`config.mk`:
```
export PLATFORM = sky130hd
export DESIGN_NAME = alu_result_sel_pipe
export DESIGN_NICKNAME = d
export VERILOG_FILES = /design/src/rtl/alu_sel_pkg.sv /design/src/rtl/alu_src_decode.sv /design/src/rtl/alu_result_sel_pipe.sv
export SDC_FILE = /design/constraint.sdc
export NUM_CORES = 1
export LEC_CHECK = 0
export BUFFER_PORTS_ARGS = -buffer_cell sky130_fd_sc_hd__buf_2
export CORE_ASPECT_RATIO = 1.25
export CORE_MARGIN = 2
export CORE_UTILIZATION = 42
export CTS_CLUSTER_DIAMETER = 150
export CTS_CLUSTER_SIZE = 14
export DETAILED_ROUTE_END_ITERATION = 6
export PLACE_DENSITY = 0.78
export REMOVE_ABC_BUFFERS = 1
export SLEW_MARGIN = 20
export SYNTH_ARGS = -nofsm -noshare
export SYNTH_HDL_FRONTEND = slang
export SYNTH_SLANG_ARGS = --single-unit
```
`constraint.sdc`:
```
create_clock -name clk -period 1.5 [get_ports clk]
set_clock_uncertainty 0.1 [all_clocks]
set_input_delay 0.225 -clock clk [delete_from_list [all_inputs] [get_ports clk]]
set_output_delay 0.225 -clock clk [all_outputs]
set_load 0.005 [all_outputs]
```
`src/rtl/alu_sel_pkg.sv`:
```
// Shared types and constants for the ALU result-select pipeline.
package alu_sel_pkg;

    // Occupancy of the two-entry output buffer.
    typedef enum logic [1:0] {
        EMPTY = 2'd0,
        ONE   = 2'd1,
        TWO   = 2'd2
    } buf_state_t;

    // Width of one buffered entry: {data, sel, err}.
    function automatic int entry_w(input int n, input int sel_w);
        return n + sel_w + 1;
    endfunction

    // Source map of the default 20-source ALU.
    localparam int         ALU_NUM_SRC = 20;
    localparam int         ALU_SEL_W   = 5;
    localparam logic [4:0] SEL_ADD     = 5'd0;
    localparam logic [4:0] SEL_SUB     = 5'd1;
    localparam logic [4:0] SEL_AND     = 5'd2;
    localparam logic [4:0] SEL_OR      = 5'd3;
    localparam logic [4:0] SEL_XOR     = 5'd4;
    localparam logic [4:0] SEL_NOT     = 5'd5;
    localparam logic [4:0] SEL_SHL     = 5'd6;
    localparam logic [4:0] SEL_SHR     = 5'd7;
    localparam logic [4:0] SEL_SAR     = 5'd8;
    localparam logic [4:0] SEL_ROL     = 5'd9;
    localparam logic [4:0] SEL_ROR     = 5'd10;
    localparam logic [4:0] SEL_MUL_LO  = 5'd11;
    localparam logic [4:0] SEL_MUL_HI  = 5'd12;
    localparam logic [4:0] SEL_CMP     = 5'd13;
    localparam logic [4:0] SEL_MIN     = 5'd14;
    localparam logic [4:0] SEL_MAX     = 5'd15;
    localparam logic [4:0] SEL_ABS     = 5'd16;
    localparam logic [4:0] SEL_POPCNT  = 5'd17;
    localparam logic [4:0] SEL_CLZ     = 5'd18;
    localparam logic [4:0] SEL_PASS    = 5'd19;

endpackage

```
`src/rtl/alu_src_decode.sv`:
```
// Combinational source select with range check: out-of-range selects
// yield zero data and raise err.
module alu_src_decode
    import alu_sel_pkg::*;
#(
    parameter  int N       = 8,
    parameter  int NUM_SRC = 20,
    localparam int SEL_W   = $clog2(NUM_SRC)
) (
    input  logic [SEL_W-1:0]     sel,
    input  logic [NUM_SRC*N-1:0] src,
    output logic [N-1:0]         data,
    output logic                 err
);

    // One-hot compare per channel; no match means sel is past the last source.
    always_comb begin
        data = '0;
        err  = 1'b1;
        for (int k = 0; k < NUM_SRC; k++) begin
            if (sel == SEL_W'(k)) begin
                data = src[k*N +: N];
                err  = 1'b0;
            end
        end
    end

endmodule

```
`src/rtl/alu_result_sel_pipe.sv`:
```
// ALU result-select stage: decodes the selected source at accept time and
// hands {data, sel, err} downstream through a two-entry skid buffer.
module alu_result_sel_pipe
    import alu_sel_pkg::*;
#(
    parameter  int N       = 8,
    parameter  int NUM_SRC = 20,
    localparam int SEL_W   = $clog2(NUM_SRC)
) (
    input  logic                 clk,
    input  logic                 rst_n,
    input  logic                 in_valid,
    output logic                 in_ready,
    input  logic [SEL_W-1:0]     sel,
    input  logic [NUM_SRC*N-1:0] src,
    output logic                 out_valid,
    input  logic                 out_ready,
    output logic [N-1:0]         out_data,
    output logic [SEL_W-1:0]     out_sel,
    output logic                 out_err,
    input  logic                 err_clr,
    output logic                 err_sticky
);

    localparam int EW = entry_w(N, SEL_W);

    buf_state_t    state;
    logic [EW-1:0] main_q;
    logic [EW-1:0] skid_q;
    logic [EW-1:0] new_entry;
    logic [N-1:0]  dec_data;
    logic          dec_err;
    logic          accept;
    logic          pop;

    alu_src_decode #(
        .N       (N),
        .NUM_SRC (NUM_SRC)
    ) u_decode (
        .sel  (sel),
        .src  (src),
        .data (dec_data),
        .err  (dec_err)
    );

    assign new_entry = {dec_data, sel, dec_err};

    // Handshake flags come straight from the state register, so in_ready
    // never depends on out_ready within a cycle.
    assign in_ready  = (state != TWO);
    assign out_valid = (state != EMPTY);
    assign accept    = in_valid && in_ready;
    assign pop       = out_valid && out_ready;

    assign {out_data, out_sel, out_err} = main_q;

    // Buffer FSM, entry storage and sticky error; a new error wins over clear.
    always_ff @(posedge clk or negedge rst_n) begin
        if (!rst_n) begin
            state      <= EMPTY;
            main_q     <= '0;
            skid_q     <= '0;
            err_sticky <= 1'b0;
        end else begin
            if (accept && dec_err)
                err_sticky <= 1'b1;
            else if (err_clr)
                err_sticky <= 1'b0;

            case (state)
                EMPTY: begin
                    if (accept) begin
                        main_q <= new_entry;
                        state  <= ONE;
                    end
                end
                ONE: begin
                    if (accept && !pop) begin
                        skid_q <= new_entry;
                        state  <= TWO;
                    end else if (accept && pop) begin
                        main_q <= new_entry;
                    end else if (pop) begin
                        state  <= EMPTY;
                    end
                end
                TWO: begin
                    if (pop) begin
                        main_q <= skid_q;
                        state  <= ONE;
                    end
                end
                default: state <= EMPTY;
            endcase
        end
    end

endmodule

```
# After elaboration in Yosys (flattened, before gate mapping)
# Cells that the tools add are included.
[word_totals]
regBits = 31
out_inout_bits = 17
wordCells = 99
[classes]
n_eq_ne = 28
n_mux = 53
reduce_logical = 14
[ops]
columns = ["cell", "count"]
rows = [
  ["two-way mux 8 bit", 20],
  ["two-way mux 14 bit", 4],
  ["one-hot mux 14 bit (3 select lines)", 1],
  ["equality test 5 x 4 -> 1 bit, second input constant", 8],
  ["two-way mux 1 bit", 22],
  ["equality test 5 x 3 -> 1 bit, second input constant", 4],
  ["equality test 5 bit, second input constant", 4],
  ["equality test 5 x 2 -> 1 bit, second input constant", 2],
  ["two-way mux 2 bit", 5],
  ["inequality test 2 bit, second input constant", 5],
  ["inequality test 3 bit, second input constant", 2],
  ["one-hot mux 2 bit (3 select lines)", 1],
  ["equality test 5 x 1 -> 1 bit, second input constant", 1],
  ["logical AND 1 bit", 5],
  ["zero test 5 bit", 1],
  ["AND reduction 5 bit", 1],
  ["AND reduction 4 bit", 1],
  ["nonzero test 2 bit", 2],
  ["nonzero test 3 bit", 1],
  ["equality test 2 x 1 -> 1 bit, second input constant", 1],
  ["equality test 2 bit, second input constant", 1],
  ["zero test 2 bit", 1],
  ["AND reduction 2 bit", 1],
  ["zero test 1 bit", 1],
]

# Depth between registers and ports, before layout
# Gate-level depths: netlist (run 1).
[logic_depth]
word_depth = 24
depth_mapped = 10
mapped_depth_nobuf = 6

# Hierarchy
# A second synthesis (run 1) with hierarchy kept.
[unflattened]
cells_unflattened = 417
area_unflattened_um2 = 3626.0
[modules_own_cells]
columns = ["module", "n_inst", "cells_per_inst", "area_each_um2", "seq_area_each_um2"]
rows = [
  ["alu_src_decode", 1, 325, 2120.8, 0.0],
  ["alu_result_sel_pipe", 1, 92, 1505.2, 775.7],
]

# Worst setup path before layout (run 1)
# No wires, ideal clock.
[synth_path]
path_type = "input -> register"
from = "input port sel[1]"
to = "register skid_q[7]"
setup_ps = 125
t_arrival_ps = 1609
required_ps = 1275
path_slack_ps = -334
path_stages = 7
path_buffers = 3
cell_sequence = "buf_4 -> buf_2 -> buf_2 -> mux4_2 -> a22oi_1 -> o211ai_2 -> mux2_4"
[synth_via]
elab_chain_len = 21
[synth_rtl]
columns = ["item", "line_no", "text"]
rows = [
  ["start, declared", "alu_result_sel_pipe.sv:14", "input logic [SEL_W-1:0] sel,"],
  ["zero test 5 bit", "alu_src_decode.sv:21", "if (sel == SEL_W'(k)) begin"],
  ["two-way mux 8 bit (19 in a row)", "alu_src_decode.sv:21", ""],
  ["two-way mux 8 bit (*)", "alu_src_decode.sv:21", ""],
  ["end signal, assigned", "alu_result_sel_pipe.sv:79", "skid_q <= new_entry;"],
  ["end, declared", "alu_result_sel_pipe.sv:29", "logic [EW-1:0] skid_q;"],
]
# Mark *: on every way between the ends. The rest lies on a longest branch, timed or not.
# A chain may end at the register's enable or synchronous reset.

# Final worst setup path (run 1)
[layout_path]
from = "register state[1]"
to = "register main_q[10]"
[layout_via]
elab_chain_len = 6
[layout_rtl]
columns = ["item", "line_no", "text"]
rows = [
  ["start, declared", "alu_result_sel_pipe.sv:27", "buf_state_t state;"],
  ["start signal, assigned", "alu_result_sel_pipe.sv:60", "state <= EMPTY;"],
  ["start signal, assigned", "alu_result_sel_pipe.sv:74", "state <= ONE;"],
  ["start signal, assigned", "alu_result_sel_pipe.sv:80", "state <= TWO;"],
  ["nonzero test 2 bit", "alu_result_sel_pipe.sv:51", "assign out_valid = (state != EMPTY);"],
  ["logical AND 1 bit", "alu_result_sel_pipe.sv:53", "assign pop = out_valid && out_ready;"],
  ["zero test 1 bit", "alu_result_sel_pipe.sv:78", "if (accept && !pop) begin"],
  ["logical AND 1 bit", "alu_result_sel_pipe.sv:78", ""],
  ["inequality test 2 bit (no line)", "-", ""],
  ["AND reduction 5 bit (no line)", "-", ""],
  ["end signal, assigned", "alu_result_sel_pipe.sv:73", "main_q <= new_entry;"],
  ["end signal, assigned", "alu_result_sel_pipe.sv:82", "main_q <= new_entry;"],
  ["end signal, assigned", "alu_result_sel_pipe.sv:89", "main_q <= skid_q;"],
  ["end, declared", "alu_result_sel_pipe.sv:28", "logic [EW-1:0] main_q;"],
]
# Parallel ways exist; a longest one is shown, timed or not.

==> results.cfg, run 1 <==
[outcome]
status = complete, but fails checks
violations = design-rule violations, negative setup slack

[hold_path]
hold_path_depth = 2
hp-class = input port to flop
min_delay_worst_endpoint = err_sticky
min_from = err_clr

[clock_network]
cts_buffers = 5
cts-htree-levels = 2
clockRootBuffer = clkbuf_8
cts_sinks = 31
cts_tree = built
cts.path.max_buffers = 2
clk_latency_ns = 0.29
clk_transition_reported_paths_ns = 0.06

[synth]
synthAdderAreaFrac_pct = 0
syn_area_per_cell_sq_um = 7.57
synthSimpleGateAreaFrac_pct = 29.3
synth_mux_area_share_pct = 4.75
syn_area_sq_mm = 0.00363
synth_flop_cell = dfrtp_1
synth-xor-area-share_pct = 0.241
synth.top_cells.by_count = nand2_1 (49), a21oi_1 (42), nor2_1 (40)
synthCells = 480
synth_seq_cells = 31
yosysMostFrequentCell = nand2_1
synth_top_family_by_area = compound AO/OA/AOI/OAI gates
async_reset_ff_share_pct = 100
synth_edf_count = 0
netlist-cell-type-count = 84
synth.top_cells.by_area = dfrtp_1 (21%), a21oi_1 (5.8%), nand2_1 (5.1%)
ys_warn_count = 0
ys_seq_area_share_pct = 21.3
synth_compound_area_share_pct = 36.4
yosysTopAreaCell = dfrtp_1
synth_top_area_share_pct = 21.3

[place]
place_ws_ns = -0.862
dp.cells = 863
dp_hpwl_microns = 14100
io_buffers = 186
place.gp.congestion = 1.01

[job]
max-cap-violations = 0

[worst_setup_path]
critPathArrivalTime_ns = 1.94
worst_path_max_delay_cell = dfrtp_1
max_stage_delay_ns = 0.50
r2r_slack_ns = -0.37
critPathRequiredTime_ns = 1.57
cpMostUsedCell = buf_6
worstSetupStartpointType = flop
cp_max_fo = 6
ff2ff_path_depth = 7
r2r-start = state[1]
r2r-end = main_q[10]
critPathCaptureType = flop
crit_chain = nor2b_4 > buf_6 > clkinvlp_4 > buf_6 > or3_1 > o21ai_1 > a21oi_1
path_class = flop to flop

[drt]
route.detailed.drc = 5
viasPerCell = 6.24
vias = 5559
dr.pass1.iters = 7
drtAntennaViolNets = 0
wl_per_cell_microns = 21.4
wl_microns = 19000
drt_first_iter_violations = 470

[cells_and_area]
fin_util_pct = 76.1
area_growth_pct = 74.6
final_cells = 891
drive_gt1_share_pct = 55.7
finalNetCount = 962

[floorplan]
dieArea_sq_mm = 0.00942
fp-row-count = 37
dieHeight_microns = 108
core_sq_mm = 0.00833
num_io_pins = 187
start_util_pct = 43.6
die_w_microns = 87.2

[sta]
post-route-period-util_pct = 125
rsz0062_at_grt = yes
worstMarginPinSlew_ns = 0.459
max_slew_margin_pct = 69.0
finalSetupViolCount = 25
min_period_ns = 1.87
hold_viol = 0
tns_ns = -6.02
final_max_slew_viol_count = 0
finalWorstSetupSlack_ns = -0.370
fmax_mhz = 535

[power_and_ir_drop]
power.total_mw = 4.17
peakVddDrop_uv = 410
leakagePower_nw = 3.00
powerDensity_mw_per_mm2 = 657

[grt]
overflow = 0
grt_max_degree = 32
grt_pass1_vias = 5529
grt_pass1_wl_microns = 28100
grt_usage_pct = 38.8
antenna_found_initial = 1
-- logic make-up after synthesis --
family / after synthesis
flip-flops: 31
AND/OR/NAND/NOR: 192
XOR/XNOR: 1
multiplexers: 14
buffers and inverters: 54
AO/OA/AOI/OAI: 188
-- repair_timing --
| item | 4_1_cts | 5_1_grt |
|---|---|---|
| resized for setup | 97 | 20 |
| hold endpoints to repair | 31 | 0 |
| cloned | 2 | 0 |
| buffers inserted | 17 | 2 |
| pin swaps | 34 | 11 |
| hold buffers | 1 | 0 |
| endpoints found under the setup margin | 25 | 30 |
-- worst max path at each step --
stage / startpoint / to / slack, ns / cells after the start
3_3_place_gp: sel[2] / main_q[10] / -0.85 / 9
5_1_grt: sel[3] / main_q[12] / -0.50 / 9
3_5_place_dp: sel[3] / main_q[10] / -0.86 / 9
6_report: state[1] / main_q[10] / -0.37 / 7
4_1_cts: sel[3] / skid_q[9] / -0.34 / 8
2_1_floorplan: state[1] / main_q[10] / -0.54 / 5
-- registers in the layout, summed over array words and instances, names as in the netlist --
register,cells
skid_q,14
main_q,14
state,2
err_sticky,1
-- where the power goes --
| group | internal [mW] | total (mW) | switching, mW |
|---|---|---|---|
| clock network | 0.537 | 0.857 | 0.320 |
| logic | 1.02 | 2.04 | 1.01 |
| registers | 1.10 | 1.28 | 0.173 |
-- metal layers --
metal / share of wire (%) / GRT usage, %
met5: 0 / 0
met4: 6.2 / 19.2
met3: 8.4 / 5.50
met2: 50 / 70.5
met1: 35 / 43.6
-- area by class of cell --
| cell class | count | area [sq um] |
|---|---|---|
| Fill cell | 601 | 1990 |
| Tap cell | 97 | 121 |
| Sequential cell | 31 | 776 |
| Clock buffer | 6 | 82.6 |
| Timing Repair Buffer | 345 | 2340 |
| Clock inverter | 2 | 35.0 |
| Multi-Input combinational cell | 395 | 2930 |
| Inverter | 14 | 56.3 |
| Antenna cell | 1 | 2.50 |
-- layout by cell type (no fill, tap or decap), types with 4 or more instances in the layout --
master      n
mux2i_1     9
o21a_1      6
a21oi_1    32
buf_4     135
clkbuf_8    6
nor2_1     37
a21o_1      4
o211ai_1    4
inv_1      12
dfrtp_1    31
nand3b_1    7
nand2b_4    5
a21oi_2     9
a32oi_1     5
nand3_1    11
nand2_1    47
o21ai_0    29
buf_12      4
nor2b_2     4
buf_6      22
a31oi_1    17
o21ai_1     9
o22ai_1     5
nand2b_1    8
or3_1       6
nor3_1     12
buf_2     179
o32a_1      4
or2_2       4
a221oi_1    5
-- worst max-delay path: cells and delay by family, from the launching register on --
kind            cells  cell delay, ns
flops               1            0.50
simple gates        2            0.58
buf+inv             3            0.40
compound gates      2            0.17
-- through the flow --
step | instance area [sq um] | hold WS, ns
floorplan | 3400 | -0.171
global placement | 5530 | 0.154
detailed placement | 5530 | 0.158
CTS | 6240 | 0.0160
global route | 6340 | 0.0298
finish | 6340 | 0.0240
(Power assumes the default switching activity.)
==> run 2: changes to the inputs <==
--- a/config.mk
+++ b/config.mk
@@ -5,7 +5,7 @@
 export SDC_FILE = /design/constraint.sdc
 export NUM_CORES = 1
 export LEC_CHECK = 0
-export BUFFER_PORTS_ARGS = -buffer_cell sky130_fd_sc_hd__buf_2
+export BUFFER_PORTS_ARGS = -buffer_cell sky130_fd_sc_hd__clkbuf_2
 export CORE_ASPECT_RATIO = 1.25
 export CORE_MARGIN = 2
 export CORE_UTILIZATION = 42
==> results.cfg, run 2 (same netlist as run 1, synthesis figures left out) <==
[outcome]
status = complete, but fails checks
violations = negative setup slack

[sta]
final_max_slew_viol_count = 0
hold_viol = 0
worst_hold_slack_ns = 0.00690
min_period_ns = 1.97
worstMarginPinSlew_ns = 0.548
max_slew_margin_pct = 62.4
rsz0062_at_grt = yes
fmax_mhz = 509
finalWorstSetupSlack_ns = -0.466
finalSetupViolCount = 31
post-route-period-util_pct = 131

[place]
io_buffers = 186
dp_hpwl_microns = 14000
post_dp_cell_area_sq_mm = 0.00547
place_ws_ns = -0.837
place.gp.congestion = 0.946

[power_and_ir_drop]
peakVddDrop_uv = 424
powerDensity_mw_per_mm2 = 663
power.total_mw = 4.49
leakagePower_nw = 3.18

[cells_and_area]
final_common_cell = clkbuf_2
finalNetCount = 985
n_antenna_cell = 0
num-fill-cells = 513
reg_top3 = main_q: 14 flops, skid_q: 14 flops, state: 2 flops
design_area_sq_mm = 0.00678
fin_util_pct = 81.3
area_growth_pct = 86.5
layout_common_cells = clkbuf_2 (181), buf_4 (135), nand2_1 (41), buf_6 (35), nor2_1 (31)
drive_gt1_share_pct = 60.7

[floorplan]
die_w_microns = 87.2
dieArea_sq_mm = 0.00942
start_util_pct = 43.6
fp-row-count = 37
core_sq_mm = 0.00833
dieHeight_microns = 108
num_io_pins = 187

[drt]
wl_microns = 22700
viasPerCell = 6.67
wl_per_cell_microns = 24.9
vias = 6080
drtAntennaViolNets = 0
dr.pass1.iters = 7
route.detailed.drc = 0
drt_first_iter_violations = 606

[worst_setup_path]
cp_top_family = simple AND/OR/NAND/NOR gates
worst_path_max_delay_cell = dfrtp_1
worstSetupStartpointType = flop
r2r-start = state[1]
ff2ff_path_depth = 7
max_stage_delay_ns = 0.43
r2r-end = main_q[6]
crit_chain = nor2b_4 > buf_6 > clkinvlp_4 > buf_4 > or3_1 > o21ai_0 > a21oi_1
critPathRequiredTime_ns = 1.57
cp_max_fo = 4
critPathCaptureType = flop
critPathArrivalTime_ns = 2.03
critPathBufInv = 3
path_class = flop to flop
r2r_slack_ns = -0.47

[grt]
grt_usage_pct = 40.0
antenna_found_initial = 1
grt_max_degree = 32
grt_pass1_vias = 5501
grt_pass1_wl_microns = 28800
overflow = 0

[clock_network]
clk_latency_ns = 0.33
cts_buffers = 5
clk_transition_reported_paths_ns = 0.10
cts_tree = built
clockRootBuffer = clkbuf_8
cts-htree-levels = 2
cts.path.max_buffers = 2
cts_sinks = 31

[hold_path]
min_delay_worst_endpoint = err_sticky
hp-class = input port to flop
hold_path_depth = 2
min_from = err_clr

[job]
max-cap-violations = 0
[run 2: cell type report]
type,count,area [sq um],share of cell area [%]
tap,97,121,1.79
multi-input combinational,395,3130,46.2
clock buffer,6,82.6,1.22
clock inverter,1,5.00,0.0739
timing repair buffer,368,2600,38.4
inverter,14,56.3,0.831
sequential,31,777,11.5
[run 2: stage by stage]
step | instances | setup TNS, ns
4_1_cts | 891 | -4.18
3_5_place_dp | 852 | -12.70
3_3_place_gp | 852 | -12.10
6_report | 912 | -7.91
5_1_grt | 912 | -9.22
2_1_floorplan | 440 | -7.70
[run 2: worst max-delay path by stage]
stage | to | depth (start not counted) | slack (ns) | from
final | main_q[6] | 7 | -0.47 | state[1]
after global routing | skid_q[8] | 6 | -0.65 | state[0]
after CTS | main_q[9] | 9 | -0.34 | sel[3]
after detailed placement | skid_q[8] | 8 | -0.84 | sel[1]
after global placement | skid_q[8] | 8 | -0.81 | sel[1]
after floorplan | main_q[10] | 5 | -0.54 | state[1]
[run 2: routing by layer]
metal	global-route usage [%]	share of wire (%)	vias up	wire, microns
li1	-	-	2496	-
met1	45.2	33	2786	7440
met2	69.8	46	586	10300
met3	7.86	12	210	2670
met4	22.0	9.9	2	2240
met5	0	0.044	-	10
[run 2: what timing repair did]
action,CTS,global route
setup buffers,32,22
pin swaps,53,32
hold buffers,1,0
gates resized for setup,122,68
hold endpoints to repair,31,0
endpoints found under the setup margin,25,31
cloned,2,0
[run 2: power breakdown]
group	switching, mW	internal, mW
clock network	0.388	0.361
registers	0.252	1.10
logic	1.23	1.16
==> run 3: changes to the inputs <==
--- a/config.mk
+++ b/config.mk
@@ -17,4 +17,5 @@
 export SLEW_MARGIN = 20
 export SYNTH_ARGS = -nofsm -noshare
 export SYNTH_HDL_FRONTEND = slang
+export SYNTH_HIERARCHICAL = 1
 export SYNTH_SLANG_ARGS = --single-unit
==> results.cfg, run 3 <==
[place]
post_dp_cell_area_sq_mm = 0.00532
io_buffers = 186
dp_hpwl_microns = 14200
place.gp.congestion = 1.02

[synth]
async_reset_ff_share_pct = 100
synth_top_area_share_pct = 21.4
yosysTopAreaCell = dfrtp_1
ys_seq_area_share_pct = 21.4
syn_area_sq_mm = 0.00363
synth_seq_cells = 31
syn_area_per_cell_sq_um = 8.70
synth.top_cells.by_area = dfrtp_1 (21%), mux2_2 (8.7%), mux2_4 (7.5%)
synthCells = 417
netlist-cell-type-count = 78
synth_edf_count = 0
ys_warn_count = 6
yosysMostFrequentCell = a21oi_1
synth.top_cells.by_count = a21oi_1 (37), dfrtp_1 (31), nand2_1 (29)
synth_flop_cell = dfrtp_1

[worst_setup_path]
critPathCaptureType = flop
path_class = input port to flop
critPathArrivalTime_ns = 2.17
r2r-end = main_q[11]
r2r_slack_ns = -0.22
worstSetupStartpointType = input port
ff2ff_path_depth = 5
cp_max_fo = 8
r2r-start = state[1]
critPathRequiredTime_ns = 1.58

[grt]
antenna_found_initial = 0
grt_usage_pct = 39.3
grt_pass1_wl_microns = 27800
grt_max_degree = 25
grt_pass1_vias = 5109
overflow = 0

[outcome]
status = complete, but fails checks
violations = negative setup slack

[drt]
drtAntennaViolNets = 0
vias = 5171
dr.pass1.iters = 5
drt_first_iter_violations = 379
viasPerCell = 6.25
wl_microns = 19700
wl_per_cell_microns = 23.8
route.detailed.drc = 0

[cells_and_area]
num-fill-cells = 549
seqCellArea_sq_um = 777
n_antenna_cell = 0
finalNetCount = 899
area_growth_pct = 86.1
multi_input_area_sq_mm = 0.00321
reg_top3 = main_q: 14 flops, skid_q: 14 flops, state: 2 flops
layout_common_cells = clkbuf_2 (181), buf_4 (115), mux2_4 (37), dfrtp_1 (30)
final_common_cell = clkbuf_2
drive_gt1_share_pct = 70.3
design_area_sq_mm = 0.00675

[hold_path]
hp-class = input port to flop
hold_path_depth = 2
min_delay_worst_endpoint = err_sticky
min_from = err_clr

[floorplan]
core_sq_mm = 0.00833
num_io_pins = 187
fp-row-count = 37
start_util_pct = 43.5
dieHeight_microns = 108
dieArea_sq_mm = 0.00940
die_w_microns = 87.1

[sta]
worstMarginPinSlew_ns = 0.486
max_slew_margin_pct = 67.2
finalWorstSetupSlack_ns = -0.596
hold_viol = 0
finalSetupViolCount = 29
min_period_ns = 2.10
final_max_slew_viol_count = 0
rsz0062_at_grt = yes
fmax_mhz = 477
post-route-period-util_pct = 140

[clock_network]
cts_tree = built
cts_sinks = 31
clockRootBuffer = clkbuf_8
cts.path.max_buffers = 2
cts_buffers = 5
clk_transition_reported_paths_ns = 0.07
cts-htree-levels = 2
clk_latency_ns = 0.30

[power_and_ir_drop]
powerDensity_mw_per_mm2 = 743
peakVddDrop_uv = 557
power.total_mw = 5.01
leakagePower_nw = 3.21

[job]
max-cap-violations = 0
run 3: cell count changes in the layout (fill, tap and decap cells not counted), sizes merged, moves of 6 or more:
cell	delta
a21oi	-6
a31oi	-13
buf	-25
inv	-7
mux2	+44
mux2i	-6
nand2	-20
nor2	-13
nor2b	+7
or3	-7
run 3: logic make-up (layout without fill, tap and decap cells):
kind of cell              after synthesis  in the layout  synth area share (%)
AOI/OAI and AO/OA                     152            152                  28.6
xor gates and xnor gates                1              1                 0.242
buffers and inverters                  44            357                  8.90
DFF                                    31             31                  21.4
muxes                                  54             54                  19.8
and+or+nand+nor                       135            135                  21.1
run 3: critical path: stages:
cell	delay (ns)
clkbuf_16	0.15
buf_12	0.14
or3b_4	0.43
o21ai_4	0.09
buf_6	0.11
nand2_1	0.06
nor4b_4	0.13
a211o_1	0.30
mux2_4	0.28
mux2_4	0.26
run 3: final cells by class:
cell class / instances / area share (%)
clock buffers: 6 / 1.22
multi-input cells: 342 / 47.6
clock inverters: 2 / 0.519
inverters: 6 / 0.371
repair buffers: 343 / 37.0
well taps: 97 / 1.80
flip-flops and latches: 31 / 11.5
run 3: how the worst max path moves through the flow:
stage                 from         end  depth (start not counted)
floorplan           sel[0]   main_q[7]                          8
global placement    sel[0]  main_q[11]                         10
detailed placement  sel[0]  main_q[11]                         10
CTS                 sel[1]   main_q[7]                         10
global route        sel[1]  main_q[11]                         11
finish              sel[0]   main_q[7]                         10
run 3: routing by layer:
metal	routed length, microns	global-route usage [%]	part of all wire (%)
met5	0	0	0
met1	7640	51.4	39
met3	1900	6.29	9.6
met2	9210	64.4	47
met4	972	14.9	4.9
run 3: report_power, final:
| part | switching [mW] | internal [mW] |
|---|---|---|
| logic | 1.09 | 1.61 |
| registers | 0.246 | 1.20 |
| clock network | 0.327 | 0.537 |
run 3: timing repair:
| action | CTS | global route |
|---|---|---|
| buffers inserted | 24 | 18 |
| gates cloned | 4 | 1 |
| gates resized for setup | 110 | 98 |
| hold buffers | 1 | 0 |
| endpoints found under the hold margin | 8 | 0 |
| pin swaps | 29 | 41 |
| setup endpoints to repair | 29 | 30 |
run 3: stage by stage:
step | setup WS (ns) | hold WS [ns] | utilization, % | std cells | setup TNS [ns]
2_1_floorplan | -0.579 | -0.171 | - | 379 | -6.65
3_3_place_gp | -1.13 | -0.0294 | 63.8 | 777 | -14.58
3_5_place_dp | -1.13 | -0.0231 | 63.8 | 777 | -15.42
4_1_cts | -0.597 | 0.0141 | 74.7 | 811 | -7.86
5_1_grt | -0.641 | 0.0302 | 81.0 | 827 | -9.38
6_report | -0.596 | 0.0210 | 81.0 | 827 | -8.63
